===== src/rtl/wb_pkg.sv =====
`default_nettype none
// ============================================================================
// Module      : wb_pkg
// Description : Shared constants and entry type for the multi-lane
//               write-back stage. The localparams are the default values of
//               the wb_multi_stage and wb_lane_mux parameters.
// Contents    : WB_LANES, WB_DATA_W, WB_REG_AW, WB_HIST, WB_RD_PORTS,
//               wb_entry_t {valid, idx, data}
// Revision    : 1.0 - initial release
// ============================================================================
package wb_pkg;

  localparam int WB_LANES    = 2;
  localparam int WB_DATA_W   = 32;
  localparam int WB_REG_AW   = 5;
  localparam int WB_HIST     = 2;
  localparam int WB_RD_PORTS = 2;

  // One write-back record at the default widths. The top module declares a
  // copy of this layout that follows its own DATA_W/REG_AW parameters.
  typedef struct packed {
    logic                 valid;
    logic [WB_REG_AW-1:0] idx;
    logic [WB_DATA_W-1:0] data;
  } wb_entry_t;

endpackage
`default_nettype wire


===== src/rtl/wb_lane_mux.sv =====
`default_nettype none
// ============================================================================
// Module      : wb_lane_mux
// Description : One write-back lane. Selects memory load data or the ALU
//               result, and drops any write aimed at register 0.
// Ports       : mem_sel   in  1       1 = memory data, 0 = ALU result
//               alu_data  in  DATA_W  ALU result
//               mem_data  in  DATA_W  memory load data
//               reg_idx   in  REG_AW  destination register
//               wb_req    in  1       write request
//               wr_data   out DATA_W  selected write data
//               wr_en     out 1       write request with register 0 removed
// Revision    : 1.0 - initial release
// ============================================================================
module wb_lane_mux
  import wb_pkg::*;
#(
  parameter int DATA_W = WB_DATA_W,
  parameter int REG_AW = WB_REG_AW
) (
  input  logic              mem_sel,
  input  logic [DATA_W-1:0] alu_data,
  input  logic [DATA_W-1:0] mem_data,
  input  logic [REG_AW-1:0] reg_idx,
  input  logic              wb_req,
  output logic [DATA_W-1:0] wr_data,
  output logic              wr_en
);

  assign wr_data = mem_sel ? mem_data : alu_data;
  assign wr_en   = wb_req && (reg_idx != '0);

endmodule
`default_nettype wire


===== src/rtl/wb_multi_stage.sv =====
`default_nettype none
// ============================================================================
// Module      : wb_multi_stage
// Description : Multi-lane write-back stage with a pipe register and a
//               bypass history. Produces the register-file write port
//               combinationally, keeps HIST registered stages of recent
//               writes, and answers RD_PORTS forwarding lookups.
// Ports       : CLK, RESET (async, active-low), stall, flush
//               do_writeback/MemtoReg [LANES], writeRegister [LANES*REG_AW],
//               aluResult/Data_input [LANES*DATA_W]
//               writeData_OUT/aluResult_OUT/writeRegister_OUT/do_writeback_OUT
//                 - combinational write port
//               writeData_PR/writeRegister_PR/do_writeback_PR - stage 0
//               fwd_addr [RD_PORTS*REG_AW] -> fwd_hit [RD_PORTS],
//               fwd_data [RD_PORTS*DATA_W]
// Revision    : 1.0 - initial release
// ============================================================================
module wb_multi_stage
  import wb_pkg::*;
#(
  parameter int LANES    = WB_LANES,
  parameter int DATA_W   = WB_DATA_W,
  parameter int REG_AW   = WB_REG_AW,
  parameter int HIST     = WB_HIST,
  parameter int RD_PORTS = WB_RD_PORTS
) (
  input  logic                       CLK,
  input  logic                       RESET,
  input  logic                       stall,
  input  logic                       flush,
  input  logic [LANES-1:0]           do_writeback,
  input  logic [LANES-1:0]           MemtoReg,
  input  logic [LANES*REG_AW-1:0]    writeRegister,
  input  logic [LANES*DATA_W-1:0]    aluResult,
  input  logic [LANES*DATA_W-1:0]    Data_input,
  output logic [LANES*DATA_W-1:0]    writeData_OUT,
  output logic [LANES*DATA_W-1:0]    aluResult_OUT,
  output logic [LANES*REG_AW-1:0]    writeRegister_OUT,
  output logic [LANES-1:0]           do_writeback_OUT,
  output logic [LANES*DATA_W-1:0]    writeData_PR,
  output logic [LANES*REG_AW-1:0]    writeRegister_PR,
  output logic [LANES-1:0]           do_writeback_PR,
  input  logic [RD_PORTS*REG_AW-1:0] fwd_addr,
  output logic [RD_PORTS-1:0]        fwd_hit,
  output logic [RD_PORTS*DATA_W-1:0] fwd_data
);

  // Same layout as wb_entry_t, sized by this instance's parameters.
  typedef struct packed {
    logic              valid;
    logic [REG_AW-1:0] idx;
    logic [DATA_W-1:0] data;
  } entry_t;

  logic [LANES-1:0]  lane_en;
  logic [LANES-1:0]  lane_win;
  logic [REG_AW-1:0] lane_idx  [LANES];
  logic [REG_AW-1:0] port_addr [RD_PORTS];
  entry_t            cur       [LANES];
  entry_t            hist      [HIST][LANES];

  // --------------------------------------------------------------------------
  // Per-lane select and register-0 suppression
  // --------------------------------------------------------------------------
  for (genvar l = 0; l < LANES; l++) begin : g_lane
    assign lane_idx[l] = writeRegister[l*REG_AW +: REG_AW];

    wb_lane_mux #(
      .DATA_W (DATA_W),
      .REG_AW (REG_AW)
    ) u_lane_mux (
      .mem_sel  (MemtoReg[l]),
      .alu_data (aluResult[l*DATA_W +: DATA_W]),
      .mem_data (Data_input[l*DATA_W +: DATA_W]),
      .reg_idx  (lane_idx[l]),
      .wb_req   (do_writeback[l]),
      .wr_data  (writeData_OUT[l*DATA_W +: DATA_W]),
      .wr_en    (lane_en[l])
    );

    assign cur[l] = '{valid: lane_win[l],
                      idx:   lane_idx[l],
                      data:  writeData_OUT[l*DATA_W +: DATA_W]};

    assign writeData_PR[l*DATA_W +: DATA_W]     = hist[0][l].data;
    assign writeRegister_PR[l*REG_AW +: REG_AW] = hist[0][l].idx;
    assign do_writeback_PR[l]                   = hist[0][l].valid;
  end

  // A lane loses its write if any younger (higher-index) enabled lane targets
  // the same register in the same cycle.
  always_comb begin
    lane_win = lane_en;
    for (int l = 0; l < LANES; l++) begin
      for (int j = 0; j < LANES; j++) begin
        if (j > l && lane_en[j] && lane_idx[j] == lane_idx[l]) begin
          lane_win[l] = 1'b0;
        end
      end
    end
  end

  assign do_writeback_OUT  = RESET ? lane_win : '0;
  assign aluResult_OUT     = aluResult;
  assign writeRegister_OUT = writeRegister;

  // --------------------------------------------------------------------------
  // History: stage 0 is the pipe register, stage k follows stage k-1.
  // Flush only drops valid bits; the data/index stay visible on the PR ports.
  // --------------------------------------------------------------------------
  always_ff @(posedge CLK or negedge RESET) begin
    if (!RESET) begin
      for (int k = 0; k < HIST; k++) begin
        for (int l = 0; l < LANES; l++) begin
          hist[k][l] <= '0;
        end
      end
    end else if (flush) begin
      for (int k = 0; k < HIST; k++) begin
        for (int l = 0; l < LANES; l++) begin
          hist[k][l].valid <= 1'b0;
        end
      end
    end else if (!stall) begin
      for (int l = 0; l < LANES; l++) begin
        hist[0][l] <= cur[l];
        for (int k = 1; k < HIST; k++) begin
          hist[k][l] <= hist[k-1][l];
        end
      end
    end
  end

  // --------------------------------------------------------------------------
  // Forwarding. Candidates are scanned from lowest to highest priority so the
  // last match wins: oldest stage first, current lanes last, and within each
  // group the higher lane overrides the lower one.
  // --------------------------------------------------------------------------
  for (genvar p = 0; p < RD_PORTS; p++) begin : g_port
    assign port_addr[p] = fwd_addr[p*REG_AW +: REG_AW];
  end

  always_comb begin
    fwd_hit  = '0;
    fwd_data = '0;
    for (int p = 0; p < RD_PORTS; p++) begin
      if (RESET && port_addr[p] != '0) begin
        for (int k = HIST-1; k >= 0; k--) begin
          for (int l = 0; l < LANES; l++) begin
            if (hist[k][l].valid && hist[k][l].idx == port_addr[p]) begin
              fwd_hit[p]                   = 1'b1;
              fwd_data[p*DATA_W +: DATA_W] = hist[k][l].data;
            end
          end
        end
        for (int l = 0; l < LANES; l++) begin
          if (cur[l].valid && cur[l].idx == port_addr[p]) begin
            fwd_hit[p]                   = 1'b1;
            fwd_data[p*DATA_W +: DATA_W] = cur[l].data;
          end
        end
      end
    end
  end

endmodule
`default_nettype wire


===== config.mk =====
export PLATFORM = sky130hd
export DESIGN_NAME = wb_multi_stage
export DESIGN_NICKNAME = d
export VERILOG_FILES = /design/src/rtl/wb_pkg.sv /design/src/rtl/wb_lane_mux.sv /design/src/rtl/wb_multi_stage.sv
export SDC_FILE = /design/constraint.sdc
export NUM_CORES = 1
export LEC_CHECK = 0
export CORE_MARGIN = 1
export CORE_UTILIZATION = 42
export CTS_CLUSTER_DIAMETER = 50
export DETAILED_ROUTE_END_ITERATION = 10
export GPL_ROUTABILITY_DRIVEN = 0
export GPL_TIMING_DRIVEN = 0
export HOLD_SLACK_MARGIN = 0.02
export MAX_ROUTING_LAYER = met4
export PLACE_DENSITY = 0.79
export SETUP_SLACK_MARGIN = 0.3
export SYNTH_ARGS = -nofsm -noshare
export SYNTH_HDL_FRONTEND = slang
export SYNTH_SLANG_ARGS = --single-unit

===== constraint.sdc =====
create_clock -name CLK -period 1.9 [get_ports CLK]
set_input_delay 0.19 -clock CLK [delete_from_list [all_inputs] [get_ports CLK]]
set_output_delay 0.19 -clock CLK [all_outputs]
set_load 0.02 [all_outputs]

* Yosys cells after proc, flatten, opt, wreduce, memory -nomap -nowiden
Index checks and enable logic that the tools add are counted.
** Cells by class
- $add $sub $neg :: 0
- $mul :: 0
- Div/mod/pow operators :: 0
- Magnitude comparators :: 0
- Eq/ne operators :: 14
- Shift-type cells :: 0
- Mux-type cells :: 37
- Bitwise gates (word level) :: 2
- Reduce and logical (&&, ||, !) cells :: 22
** Operators with widths (number)
- 2-to-1 mux 32 bit :: 16
- 2-to-1 mux 152 bit :: 1
- == test 5 bit :: 13
- nonzero test 5 bit :: 4
- 2-to-1 mux 1 bit :: 19
- logical AND 1 bit :: 17
- 2-to-1 mux 2 bit :: 1
- != test 2 x 1 -> 1 bit, second input constant :: 1
- inverter 1 bit :: 2
- AND reduction 2 bit :: 1
** Word-level totals
- Register bits :: 152
- Bits in latches :: 0
- Memory bits (writable) :: 0
- ROM bits :: 0
- Bits of input ports :: 156
- Output and inout bits :: 282
- Logic and storage cells :: 87
- Memories :: 0

* Longest topological paths before layout
- Word-level depth :: 9
- Gate-level depth with buffers :: 9

* Cells and area by module
From an unflattened synthesis, not the netlist that was laid out.
** Unflattened totals
- Cell total of the unflattened synthesis :: 1287
- Area, all modules :: 12513.3 sq um
** Modules (own cells, without submodules)
- wb_multi_stage :: times used 1, cells an instance 1211, area each 11707.5 sq um, sequential area each 3803.6 sq um
- wb_lane_mux :: times used 2, cells an instance 38, area each 402.9 sq um, sequential area each 0.0 sq um

* Least setup slack after synthesis
OpenSTA, ideal clock, no wires.
- Path type :: flip-flop to output port
- Start :: register hist[33] (netlist name)
- End :: output port fwd_data[30]
- Arrival :: 2146 ps
- Required time :: 1710 ps
- Slack :: -436 ps
- Stages on the path, launching flop included :: 9
- Path buffers :: 2
- Cells stage by stage :: dfrtp_1 xnor2_1 and2_1 clkbuf_1 clkbuf_1 nand3_1 a211o_1 a211o_1 a31oi_1
** On the way
- Word-level cells in the longest chain between the ends :: 8
** Ends and longest elaborated chain
- from (decl) :: line wb_multi_stage.sv:60 : entry_t hist [HIST][LANES];
- from (signal, indexed assignment) :: line wb_multi_stage.sv:126 : hist[0][l] <= cur[l];
- from (signal, indexed assignment) :: line wb_multi_stage.sv:128 : hist[k][l] <= hist[k-1][l];
- == test 5 bit :: line wb_multi_stage.sv:150 : if (hist[k][l].valid && hist[k][l].idx == port_addr[p]) begin
- logical AND 1 bit :: line wb_multi_stage.sv:150
- 2-to-1 mux 32 bit (3 in a row) :: line wb_multi_stage.sv:150
- 2-to-1 mux 32 bit (2 in a row) :: line wb_multi_stage.sv:157 : if (cur[l].valid && cur[l].idx == port_addr[p]) begin
- 2-to-1 mux 32 bit :: line wb_multi_stage.sv:147 : if (RESET && port_addr[p] != '0) begin
- to (decl) :: line wb_multi_stage.sv:45 : output logic [RD_PORTS*DATA_W-1:0] fwd_data
Every way passes these cells.

* Worst setup path in the final report
- Start :: register hist[34] (netlist name)
- End :: output port fwd_data[27]
The elaborated chain is that of the path after synthesis.

==> flow_summary.toml <==
[die]
die_y_um = 172
initial_standard_cell_utilization_of_the_core_pct = 43.3
rows = 61
design.portCount = 438
die_w_um = 172
core_sq_mm = 0.0282
die_area_sq_mm = 0.0297

[route]
drt-initial-drc-count = 1470
via_per_inst = 6.02
drc = 0
routed_wirelength_um = 52500
routed_wire_length_per_instance_um = 23.7
routed-via-count = 13300
drt_pass1_iterations = 6
detail-route-antenna-nets = 0

[synthesis]
ys_types = 32
synth_nets = 1503
synthDominantCellAreaShare_pct = 31.2
yosys-top-cells-area = "dfrtp_1, mux2_2, buf_4, a211o_1, o21ai_0"
synthesis.area_sq_mm = 0.0122
synth_seq_cells = 152
syn-instance-count = 1347
synth_area_per_cell_sq_um = 9.05
dominant_cell_type_by_area_after_synthesis = "dfrtp_1"
yosysWarningCount = 0
synth_sequential_area_ratio_pct = 31.2

[place]
worst_slack_at_placement_ns = -2.24
port_buffers = 424
hpwl_after_detailed_placement_um = 36400
post_dp_cell_area_sq_mm = 0.0180

[setup_path]
worst_path_max_delay_cell = "dfrtp_2"
crit_type = "flip-flop to output pin"
critical_path.reg2reg.endpoint = "hist[70]"
count_of_buffer_and_inverter_cells_on_the_critical_path = 2
timing.critical_path.mode_cell = "a211o_1"
r2r-start = "writeRegister_PR[0]"
timing.critical_path.max_delay_family = "compound AO/OA/AOI/OAI gates"
reg2reg_depth = 3
r2r_setup_slack_ns = 0.84
critical_path_peak_fanout = 10
critPathArrivalTime_ns = 2.80
cp_data_required_time_ns = 1.71
critical_path.cell_chain = "xnor2_2, nand4_1, o22a_4, buf_8, a211o_1, a211o_1, a31oi_4, buf_6"
launching_element_type_of_the_critical_path = "flip-flop"
worst_path_largest_cell_delay_ns = 0.45
cp-end-kind = "output pin"

[global_route]
grt_usage_pct = 35.5
globalRouteOverflowTotal = 0
grt_pass1_wl_um = 77400
grt_max_degree = 91
grt_pass1_vias = 13100
antenna_violations_before_repair = 0

[worst_hold_path]
hold_path.class = "input port to asynchronous set/reset pin"

[clocking]
cts_made_buffers = 17
cts.htree.levels = 4
clkTransAtPathRegs_ns = 0.07
cts_tree = "built"
cts_hold_repair.buffers = 1
clkLatencyLatePin_ns = 0.44
cts.sinks = 152
max-clock-path-buffers = 2
cts.root.buffer_cell = "clkbuf_16"

[timing]
min_tclk_post_route_ns = 2.99
tightestPinTransition_ns = 0.641
setup-violations-final = 66
layout_worst_path_cycle_share_pct = 157
hold_slack_ns = -0.306
clock_skew_ns = 0.00839
timing.slew.headroom_pct = 57.2
total_negative_setup_slack_ns = -64.93
fmax_mhz = 334
finalWorstSetupSlack_ns = -1.09
slew_viol_final = 0
final_hold_viol_count = 64
setup_repair_after_global_routing_missed_its_margin = "true"

[finish]
syn2layout_area_growth_pct = 61.8
drive_above_1_share_pct = 42.0
highest_count_cells_in_the_layout_ignoring_fill_and_taps = "mux2_2, buf_4, clkdlybuf4s50_1, dlygate4sd2_1, dfrtp_1"
finalNetCount = 1981
antenna_diode_count = 0
fin_area_sq_mm = 0.0197
mostFrequentLayoutCell = "mux2_2"

[power_and_ir_drop]
ir_worst_vdd_uv = 599
power.total_mw = 13.4
powerDensity_mw_per_mm2 = 678
p_leak_nw = 7.89

[outcome]
failing_checks = "negative hold slack, negative setup slack"
run_status = "finished, violations left"

[job]
max-cap-violations = 0
==> cells in the mapped netlist <==
library cell,n
mux2_2,212
buf_4,153
dfrtp_1,152
a211o_1,128
o21ai_0,128
clkbuf_1,74
nor2_1,73
nand2_1,71
nand3_1,65
a21oi_1,64
a31oi_1,64
xnor2_1,40
buf_2,37
xor2_1,25
buf_6,9
buf_1,8
nand4_1,8
nor3_1,5
and2_1,4
mux2i_1,4
or4_1,4
o21a_1,3
and3_1,2
and4_1,2
and4_4,2
nor4_1,2
o22a_1,2
or2_2,2
a31oi_4,1
o21a_2,1
o21ai_1,1
o41a_1,1
==> flip-flops by register name, indices dropped and copies added, names as in the netlist <==
register / count
writeData_PR: 64
hist: 76
writeRegister_PR: 10
do_writeback_PR: 2
==> metal layers <==
metal / vias to the layer above / global-route usage [%] / share of wire, %
met5: - / - / 0
met4: 0 / 11.9 / 3.2
met2: 944 / 59.5 / 50
li1: 5700 / - / -
met1: 6505 / 42.5 / 38
met3: 197 / 6.87 / 9.4
==> stage by stage <==
step           cells  util [%]
6_report        2216      70.0
5_1_grt         2216      70.0
3_5_place_dp    2150      64.0
4_1_cts         2208      68.5
2_1_floorplan   1347         -
3_3_place_gp    2149      63.9
==> final cells by class <==
class	count	area, sq um
tap	378	473
timing repair buffer	460	4620
clock inverter	14	198
buffer	280	2310
sequential	152	3830
multi-input combinational	914	7850
clock buffer	18	439
fill	2132	8450
==> cells by family after synthesis <==
family                    synth area share [%]
muxes                                     19.9
AOI/OAI and AO/OA                         21.1
DFF                                       31.2
xor gates and xnor gates                  4.67
buffers and inverters                     14.3
and+or+nand+nor                           8.81
==> power breakdown <==
group	total, mW	switching [mW]	leakage [nW]	internal [mW]
clock	3.76	1.52	0.307	2.25
combinational	4.85	2.36	5.81	2.49
sequential	4.76	0.817	1.78	3.94
==> worst max-delay path by stage <==
stage	from	to	slack, ns	depth (start not counted)
final	hist[34]	fwd_data[27]	-1.09	8
after global routing	hist[35]	fwd_data[27]	-1.12	8
after CTS	writeRegister_PR[1]	fwd_data[27]	-1.03	9
after detailed placement	writeRegister[6]	fwd_data[8]	-2.24	9
after global placement	RESET	fwd_data[8]	-6.73	6
after floorplan	hist[35]	fwd_data[22]	-0.23	7
==> timing repair <==
item                                   4_1_cts  5_1_grt
setup buffers                               21        5
pin swaps                                   40       31
setup endpoints to repair                  365      158
cloned                                       5        3
resized for setup                          786      131
endpoints found under the hold margin       65       64
Power figures use the tool's default switching activity.
